==> config.mk <==
export PLATFORM = sky130hd
export DESIGN_NAME = cmp_mux_sweeper
export DESIGN_NICKNAME = d
export VERILOG_FILES = /design/src/rtl/cmp_mux_pkg.sv /design/src/rtl/cmp_mux_expect_pipe.sv /design/src/rtl/cmp_mux_sweeper.sv
export SDC_FILE = /design/constraint.sdc
export NUM_CORES = 1
export LEC_CHECK = 0
export CORE_MARGIN = 10
export CORE_UTILIZATION = 55
export DETAILED_ROUTE_END_ITERATION = 8
export PLACE_DENSITY_LB_ADDON = 0.15
export SLEW_MARGIN = 25
export SYNTH_ARGS = -nofsm -noshare
export SYNTH_HDL_FRONTEND = slang
export SYNTH_SLANG_ARGS = --single-unit
==> constraint.sdc <==
create_clock -name clk -period 7.2 [get_ports clk]
set_input_delay 1.08 -clock clk [delete_from_list [all_inputs] [get_ports clk]]
set_output_delay 1.08 -clock clk [all_outputs]
set_load 0.03 [all_outputs]
==> src/rtl/cmp_mux_pkg.sv <==
// Shared definitions for the comparator_mux sweeper: FSM states, mode_sel
// encodings and the reference contract model used by RTL and benches.
package cmp_mux_pkg;

  typedef enum logic [2:0] {
    S_IDLE,
    S_MUX_SWEEP,
    S_CMP_SWEEP,
    S_DRAIN,
    S_DONE
  } state_t;

  localparam logic [1:0] MODE_NONE = 2'b00;
  localparam logic [1:0] MODE_MUX  = 2'b01;
  localparam logic [1:0] MODE_CMP  = 2'b10;
  localparam logic [1:0] MODE_BOTH = 2'b11;

  // Widest bus the contract model handles; callers zero-extend and truncate.
  localparam int MAX_W = 32;

  function automatic logic [MAX_W-1:0] cmp_mux_expected(
    input logic [MAX_W-1:0] data,
    input logic [MAX_W-1:0] compare,
    input logic             control
  );
    if (control && (compare > data)) return compare;
    return data;
  endfunction

endpackage

==> src/rtl/cmp_mux_expect_pipe.sv <==
// Fixed-depth delay line that carries each driven vector and its expected
// response so the check lines up with a pipelined DUT. Depth 0 passes through.
module cmp_mux_expect_pipe
  import cmp_mux_pkg::*;
#(
  parameter int DATA_WIDTH = 4,
  parameter int DEPTH      = 0
) (
  input  logic                  clk,
  input  logic                  rst_n,
  input  logic                  in_valid_i,
  input  logic [DATA_WIDTH-1:0] in_expected_i,
  input  logic [DATA_WIDTH-1:0] in_data_i,
  input  logic [DATA_WIDTH-1:0] in_compare_i,
  input  logic                  in_control_i,
  output logic                  out_valid_o,
  output logic [DATA_WIDTH-1:0] out_expected_o,
  output logic [DATA_WIDTH-1:0] out_data_o,
  output logic [DATA_WIDTH-1:0] out_compare_o,
  output logic                  out_control_o
);

  localparam int ENT_W = 3 * DATA_WIDTH + 2;

  logic [ENT_W-1:0] ent_in;
  logic [ENT_W-1:0] ent_out;

  assign ent_in = {in_valid_i, in_expected_i, in_data_i, in_compare_i, in_control_i};

  generate
    if (DEPTH == 0) begin : g_pass
      assign ent_out = ent_in;
    end else begin : g_dly
      logic [ENT_W-1:0] stage_q [DEPTH];

      always_ff @(posedge clk) begin
        if (!rst_n) begin
          for (int i = 0; i < DEPTH; i++) stage_q[i] <= '0;
        end else begin
          stage_q[0] <= ent_in;
          for (int i = 1; i < DEPTH; i++) stage_q[i] <= stage_q[i-1];
        end
      end

      assign ent_out = stage_q[DEPTH-1];
    end
  endgenerate

  assign {out_valid_o, out_expected_o, out_data_o, out_compare_o, out_control_o} = ent_out;

endmodule

==> src/rtl/cmp_mux_sweeper.sv <==
// Exhaustive stimulus/response engine for a comparator_mux: sweeps mux then
// compare vectors, checks mux_output after RESP_LATENCY, logs first failure.
module cmp_mux_sweeper
  import cmp_mux_pkg::*;
#(
  parameter int DATA_WIDTH   = 4,
  parameter int RESP_LATENCY = 0,
  parameter int ERR_W        = 16
) (
  input  logic                  clk,
  input  logic                  rst_n,
  input  logic                  start,
  input  logic [1:0]            mode_sel,
  output logic                  busy,
  output logic                  done,
  output logic [DATA_WIDTH-1:0] drv_data,
  output logic [DATA_WIDTH-1:0] drv_compare,
  output logic                  drv_control,
  input  logic [DATA_WIDTH-1:0] dut_out,
  output logic [ERR_W-1:0]      err_count,
  output logic                  first_err_valid,
  output logic [DATA_WIDTH-1:0] first_err_data,
  output logic [DATA_WIDTH-1:0] first_err_compare,
  output logic                  first_err_control
);

  localparam int CNT_W = 2 * DATA_WIDTH;

  state_t                  state_q, state_d, after_sweep;
  logic                    cmp_pending_q, cmp_pending_d;
  logic [CNT_W-1:0]        cnt_q, cnt_d;
  logic [DATA_WIDTH-1:0]   drv_data_q, drv_compare_q;
  logic [DATA_WIDTH-1:0]   drv_data_d, drv_compare_d;
  logic                    drv_control_q, drv_control_d;
  logic                    vec_valid_q, vec_valid_d;
  logic [ERR_W-1:0]        err_q;
  logic                    fe_valid_q, fe_control_q;
  logic [DATA_WIDTH-1:0]   fe_data_q, fe_compare_q;
  logic [DATA_WIDTH-1:0]   expected_now;
  logic                    chk_valid, chk_control, mismatch;
  logic [DATA_WIDTH-1:0]   chk_expected, chk_data, chk_compare;

  assign after_sweep = (RESP_LATENCY == 0) ? S_DONE : S_DRAIN;

  always_comb begin
    state_d       = state_q;
    cmp_pending_d = cmp_pending_q;
    cnt_d         = cnt_q;
    case (state_q)
      S_IDLE: begin
        if (start) begin
          cmp_pending_d = mode_sel[1];
          cnt_d         = '0;
          case (mode_sel)
            MODE_MUX, MODE_BOTH: state_d = S_MUX_SWEEP;
            MODE_CMP:            state_d = S_CMP_SWEEP;
            default:             state_d = S_DONE;
          endcase
        end
      end
      S_MUX_SWEEP: begin
        if (cnt_q[DATA_WIDTH-1:0] == '1) begin
          cnt_d   = '0;
          state_d = cmp_pending_q ? S_CMP_SWEEP : after_sweep;
        end else begin
          cnt_d = cnt_q + CNT_W'(1);
        end
      end
      S_CMP_SWEEP: begin
        // Full-width wrap leaves the counter at 0, ready to time DRAIN.
        cnt_d = cnt_q + CNT_W'(1);
        if (cnt_q == '1) state_d = after_sweep;
      end
      S_DRAIN: begin
        if (cnt_q == CNT_W'(RESP_LATENCY - 1)) begin
          cnt_d   = '0;
          state_d = S_DONE;
        end else begin
          cnt_d = cnt_q + CNT_W'(1);
        end
      end
      S_DONE:  state_d = S_IDLE;
      default: state_d = S_IDLE;
    endcase
  end

  // Drive registers are loaded from the next state so the DUT sees clean flops.
  always_comb begin
    vec_valid_d   = (state_d == S_MUX_SWEEP) || (state_d == S_CMP_SWEEP);
    drv_control_d = (state_d == S_CMP_SWEEP);
    drv_data_d    = vec_valid_d ? cnt_d[DATA_WIDTH-1:0] : '0;
    drv_compare_d = drv_control_d ? cnt_d[CNT_W-1:DATA_WIDTH] : '0;
  end

  assign expected_now = DATA_WIDTH'(cmp_mux_expected(MAX_W'(drv_data_q),
                                                     MAX_W'(drv_compare_q),
                                                     drv_control_q));

  cmp_mux_expect_pipe #(
    .DATA_WIDTH (DATA_WIDTH),
    .DEPTH      (RESP_LATENCY)
  ) u_pipe (
    .clk            (clk),
    .rst_n          (rst_n),
    .in_valid_i     (vec_valid_q),
    .in_expected_i  (expected_now),
    .in_data_i      (drv_data_q),
    .in_compare_i   (drv_compare_q),
    .in_control_i   (drv_control_q),
    .out_valid_o    (chk_valid),
    .out_expected_o (chk_expected),
    .out_data_o     (chk_data),
    .out_compare_o  (chk_compare),
    .out_control_o  (chk_control)
  );

  assign mismatch = chk_valid && (dut_out != chk_expected);

  always_ff @(posedge clk) begin
    if (!rst_n) begin
      state_q       <= S_IDLE;
      cmp_pending_q <= 1'b0;
      cnt_q         <= '0;
      drv_data_q    <= '0;
      drv_compare_q <= '0;
      drv_control_q <= 1'b0;
      vec_valid_q   <= 1'b0;
      err_q         <= '0;
      fe_valid_q    <= 1'b0;
      fe_data_q     <= '0;
      fe_compare_q  <= '0;
      fe_control_q  <= 1'b0;
    end else begin
      state_q       <= state_d;
      cmp_pending_q <= cmp_pending_d;
      cnt_q         <= cnt_d;
      drv_data_q    <= drv_data_d;
      drv_compare_q <= drv_compare_d;
      drv_control_q <= drv_control_d;
      vec_valid_q   <= vec_valid_d;
      if (state_q == S_IDLE && start) begin
        err_q        <= '0;
        fe_valid_q   <= 1'b0;
        fe_data_q    <= '0;
        fe_compare_q <= '0;
        fe_control_q <= 1'b0;
      end else if (mismatch) begin
        if (err_q != '1) err_q <= err_q + ERR_W'(1);
        if (!fe_valid_q) begin
          fe_valid_q   <= 1'b1;
          fe_data_q    <= chk_data;
          fe_compare_q <= chk_compare;
          fe_control_q <= chk_control;
        end
      end
    end
  end

  assign busy              = (state_q != S_IDLE);
  assign done              = (state_q == S_DONE);
  assign drv_data          = drv_data_q;
  assign drv_compare       = drv_compare_q;
  assign drv_control       = drv_control_q;
  assign err_count         = err_q;
  assign first_err_valid   = fe_valid_q;
  assign first_err_data    = fe_data_q;
  assign first_err_compare = fe_compare_q;
  assign first_err_control = fe_control_q;

endmodule

Word-level counts from Yosys, hierarchy flattened:

Cells that the tools add are included.

* register bits: 48
* output and inout port bits: 37
* logic and storage cells: 57

* add/sub/neg operators: 2
* order comparisons: 1
* equal/unequal tests: 13
* mux-type cells: 13
* bitwise operators: 2
* reductions and logical operators: 14

Operators with widths (count)
* 8-bit case mux with 4 select lines: 1
* 8-bit two-way mux: 3
* 16-bit by 1-bit adder with 16-bit output, second input constant: 1
* 16-bit inequality test, second input constant: 1
* 3-bit two-way mux: 4
* 2-bit AND reduction: 5
* 3-bit by 2-bit == test with 1-bit output, second input constant: 3
* 3-bit case mux with 3 select lines: 1
* 8-bit by 1-bit adder with 8-bit output, second input constant: 1
* 8-bit == test, second input constant: 1
* 4-bit two-way mux: 2
* 3-bit by 1-bit == test with 1-bit output, second input constant: 2
* 3-bit case mux with 2 select lines: 1
* 2-bit OR reduction: 3
* 2-bit == test, second input constant: 2
* 4-bit == test, second input constant: 1
* 4-bit greater-than comparator: 1
* 4-bit inequality test: 1
* 3-bit == test, second input constant: 1
* 1-bit logical AND: 3
* 3-bit logical NOT: 1
* 3-bit nonzero test: 1
* 2-bit by 1-bit == test with 1-bit output, second input constant: 1
* 1-bit NOT: 2
* other kinds (2): 2

Longest topological paths before layout:

* word-level depth: 8
* mapped depth: 11

Cells and area by module:

From an unflattened synthesis, not the netlist that was laid out.

* cells, all modules: 301
* area total of the unflattened synthesis: 2486.1 um2

Modules (own cells, without submodules)
* cmp_mux_sweeper: times used 1, cells an instance 287, area an instance 2381.0 um2, sequential area each 960.9 um2
* cmp_mux_expect_pipe: times used 1, cells an instance 14, area an instance 105.1 um2, sequential area each 0.0 um2

Least setup slack after synthesis:

OpenSTA, ideal clock, no wires.

* path kind: in2reg
* start: input dut_out[3]
* end: register err_q[6] (netlist: err_count[6])
* arrival: 2.492 ns
* required time: 7.085 ns
* slack: 4.594 ns
* stages on the path: 8
* path buffers: 2
* cell sequence: xor2_1 > o41ai_1 > mux2i_2 > o32ai_2 > buf_6 > buf_8 > nor3_1 > o21a_1

* longest elaborated chain between the ends: 3

Ends and longest elaborated chain
* from (decl): line cmp_mux_sweeper.sv:19 `input logic [DATA_WIDTH-1:0] dut_out,`
* 4-bit inequality test: line cmp_mux_sweeper.sv:117 `assign mismatch = chk_valid && (dut_out != chk_expected);`
* 1-bit logical AND: line cmp_mux_sweeper.sv:117
* 2-bit AND reduction (no source line)
* to (signal assigned): line cmp_mux_sweeper.sv:148 `if (err_q != '1) err_q <= err_q + ERR_W'(1);`
* to (decl): line cmp_mux_sweeper.sv:36 `logic [ERR_W-1:0] err_q;`

Every way passes these cells.
A chain may end at the register's enable or synchronous reset.

Final worst setup path:

* start: input dut_out[3]
* end: register fe_data_q[1] (netlist: first_err_data[1])

* longest elaborated chain between the ends: 3

Ends and longest elaborated chain
* 4-bit inequality test: line cmp_mux_sweeper.sv:117
* 1-bit logical AND: line cmp_mux_sweeper.sv:117
* 2-bit AND reduction (no source line)
* to (signal assigned): line cmp_mux_sweeper.sv:151 `fe_data_q <= chk_data;`
* to (decl): line cmp_mux_sweeper.sv:38 `logic [DATA_WIDTH-1:0] fe_data_q, fe_compare_q;`

Every way passes these cells.

==> impl_summary.md <==
Outcome
The flow ran to the end, and the final reports show no timing, DRC or antenna violations.

Setup path
The worst endpoint data arrival time is 3.16 ns. The capture point of the worst reg-to-reg path is err_count[14]. The start-to-end type of the worst setup path is primary input to flip-flop.

The data required time at the worst endpoint is 7.41 ns. In this run the worst setup path terminates at first_err_data[1]. For the worst flop-to-flop path, the logic depth is 10. The kind of capture point of the worst setup path is a flip-flop. Along the worst path, the maximum fanout reaches 18. The beginning of the critical path is dut_out[3]. The startpoint class of the critical path is a primary input.

The worst register-to-register path begins at drv_data[1]. The flop-to-flop setup slack is 4.60 ns.

Flow run
The number of max-cap violations is 0.

Power and ir drop
IR analysis of the VDD net gives a maximum drop of 0.000117 V. For this design the static power due to leakage is 1.09 nW. Dividing total power by cell area gives a power density of 181 mW/mm^2.

Placed design
At the end of routability-driven placement, the weighted congestion stood at 0.839. After legalization and detailed placement, the total HPWL measured 4200 um. The worst slack at placement is 3.95 ns. The number of buffer cells added on primary ports is 45.

Finish
The final net count is 333. The library cell used most frequently in the layout, excluding fill and tap cells, is dfxtp_1. The ratio of cells with drive above 1 in the final layout is 0.0660. In the layout the commonest cells are 48 x dfxtp_1, 45 x clkdlybuf4s50_1, 21 x nand3_1. At the end of the flow the core is filled with cells to 0.715. The area growth from synthesis to layout is 23.6%. 0 antenna diodes ended up in the layout.

Summing all flip-flop and latch instances after layout gives 961 sq um. The multi-input combinational cells in the finished layout cover a total of 0.00128 sq mm. After filler insertion, the fill cell instance count of the layout stands at 340.

Timing
Setup violations remaining at the end of the flow were counted as 0. Of the available clock period, the critical path in the final layout requires 0.410. The maximum operating frequency is 339 MHz.

The number of max-slew violations in the final report is 0. Setup repair after global routing left no endpoint under its margin. The final critical-path setup slack is 4.25 ns. Summed over all failing endpoints, the final setup total negative slack is 0 ns.

The worst pin sits at a relative slew slack of 0.563. For the final database, setup skew stands at 0.00512 ns. The count of final hold-check violations came to 0. The clock period could shrink to 2.95 ns. At the pin with the least slew margin, the transition time is 0.655 ns.

GRT
The first-pass GRT wire length is 9330 um. The total grt overflow is 0. The via count of the first global-routing pass is 1961. Across every metal layer, demand over resource in global routing totals 0.151. The number of antenna violations at the first check in global routing is 0. The maximum number of pins on one net before global-route repair is 26.

Min path
The path class of the tightest hold or removal check is flip-flop to flip-flop. The cell depth of the worst hold path is 2.

Route
For this run, design rule violations remaining after detail routing come to 0. The routed design has 5470 um of wire. The routed layout has 2065 vias.

The sum of routed wire segments on met1 is 2490 um. The uppermost metal layer occupied by signal nets is met4. The first detailed-routing pass took 4 iterations. The met3 routed wirelength is 270 um. The detailed router finished its first iteration with 99 violations. Dividing the detail-routed wire length by the instance count gives 14.9 um. The post-route antenna net violation count is 0. After detailed routing, the met2 layer carries 2650 um of wire.

The average vias per placed instance is 5.61.

Clocking
Clock tree synthesis inserted a total of 5 buffers. At the later pin of the worst-skew pair, clock insertion delay measures 0.30 ns. Clock-pin slew was measured on the worst setup and hold paths at 0.08 ns.

The post-CTS setup buffer count is 0. The H-tree was split into 2 levels. Once the clock tree was built, the resizer swapped 0 gates to a different size. The root cell of the clock tree is clkbuf_8. TritonCTS built the clock tree.

CTS saw 48 sinks. The number of buffers on the longest clock path is 2. In this run, post-CTS hold repair placed 0 buffers.

Floorplanning
The floorplan step defined a die boundary enclosing 0.00732 sq mm. The die height is 85.6 um. The number of top-level design ports is 46. The initial core utilization is 0.578. The region available for standard cell placement spans 0.00409 sq mm. In this run the horizontal extent of the chip is 85.6 um. The cell row count is 23.

Logic synthesis
The synthesized netlist occupies a cell area of 0.00236 sq mm. The cell count after synthesis came out at 275. The largest family of logic cells by synthesized area is simple AND/OR/NAND/NOR gates.

The flip-flop and latch count after synthesis is 48. Of the total synthesized cell area, the portion taken by XOR and XNOR cells is 0.0334. The compound-gate portion of the synthesized area came to 0.181. The mean instance size in the synthesized netlist is 8.59 sq um. The share of synthesized area occupied by flip-flops and latches is 0.407.

The number of warning messages in the yosys log is 0. The portion of synthesized area spent on multiplexers is 0.0159. The number of nets in the synthesized netlist is 291. For this run, the leading register cell type out of synthesis is dfxtp_1. Of the total synthesized cell area, the portion taken by full adders, half adders and majority gates is 0.0371. Synthesis instantiated 49 different standard cells from the library. The area fraction in and, or, nand and nor cells after synthesis is 0.273. In the synthesized netlist the async set-or-reset flop fraction comes to 0. The synthesized design contains 0 enable-type register cells.
[area by class of cell]
cell class,instances,share of cell area
Timing Repair Buffer,46,0.157
Multi-Input combinational cell,201,0.437
Inverter,15,0.0193
Tap cell,50,0.0214
Sequential cell,48,0.329
Clock buffer,6,0.0248
Clock inverter,2,0.0120
[power breakdown]
group | switching (mW) | internal (mW)
clock network | 0.0873 | 0.103
registers | 0.00604 | 0.270
logic | 0.0387 | 0.0228
[cell families (layout without fill, tap and decap cells)]
kind of cell	after synthesis	after routing
and+or+nand+nor	117	117
DFF	48	48
AOI/OAI and AO/OA	65	65
buffers and inverters	26	69
muxes	3	3
adders and majority gates	7	7
xor gates and xnor gates	9	9
[cell usage after synthesis, types with 3 or more instances]
cell / count / share of area
dfxtp_1: 48 / 0.41
o211ai_1: 3 / 0.0095
clkbuf_1: 4 / 0.0064
nand4_1: 5 / 0.013
nor2b_1: 6 / 0.016
xor2_1: 9 / 0.033
inv_1: 15 / 0.024
o21ai_0: 12 / 0.025
or4_1: 6 / 0.019
nor3_1: 5 / 0.011
o21ai_1: 7 / 0.015
a21oi_2: 3 / 0.011
ha_1: 7 / 0.037
buf_2: 3 / 0.0064
and3_1: 11 / 0.029
and2_1: 11 / 0.029
a21oi_1: 14 / 0.030
a31oi_1: 4 / 0.011
nand2b_1: 4 / 0.011
or3_1: 5 / 0.013
nor2_1: 14 / 0.022
nand3_1: 21 / 0.044
nand2_1: 19 / 0.030
o31ai_1: 8 / 0.025
[flip-flops by register name, indices dropped and copies added, names as in the netlist, 3 cells and up]
register           count
cnt_q                  8
state_q                3
err_count             16
drv_data               4
drv_compare            4
first_err_data         4
first_err_compare      4
[critical path, stage by stage]
cell	delay [ns]
clkdlybuf4s50_1	0.45
xor2_1	0.16
o41ai_1	0.45
mux2i_2	0.21
o21bai_2	0.56
nand3_1	0.14
o31ai_1	0.10
[per-stage QoR]
stage / std cells / area (sq um) / hold WS (ns) / total power, mW
final: 368 / 2920 / 0.461 / 0.527
after global routing: 368 / 2920 / 0.498 / 0.550
after CTS: 368 / 2920 / 0.463 / 0.530
after detailed placement: 360 / 2810 / 0.457 / 0.343
after global placement: 360 / 2810 / 0.444 / 0.342
after floorplan: 275 / 2360 / 0.458 / 0.326
[layer usage]
layer  GRT usage  up-vias
li1            -     1066
met1       0.185      959
met2       0.249       34
met3      0.0473        6
met4      0.0404        0
met5           0        -
[worst min path at each step]
stage / startpoint / to / slack (ns)
final: first_err_compare[1] / first_err_compare[1] / 0.46
after global routing: first_err_compare[0] / first_err_compare[0] / 0.50
after floorplan: cmp_pending_q / cmp_pending_q / 0.46
after global placement: first_err_compare[1] / first_err_compare[1] / 0.44
after detailed placement: first_err_compare[1] / first_err_compare[1] / 0.46
after CTS: first_err_compare[1] / first_err_compare[1] / 0.46
No activity file was read; power rests on OpenSTA's default activity.
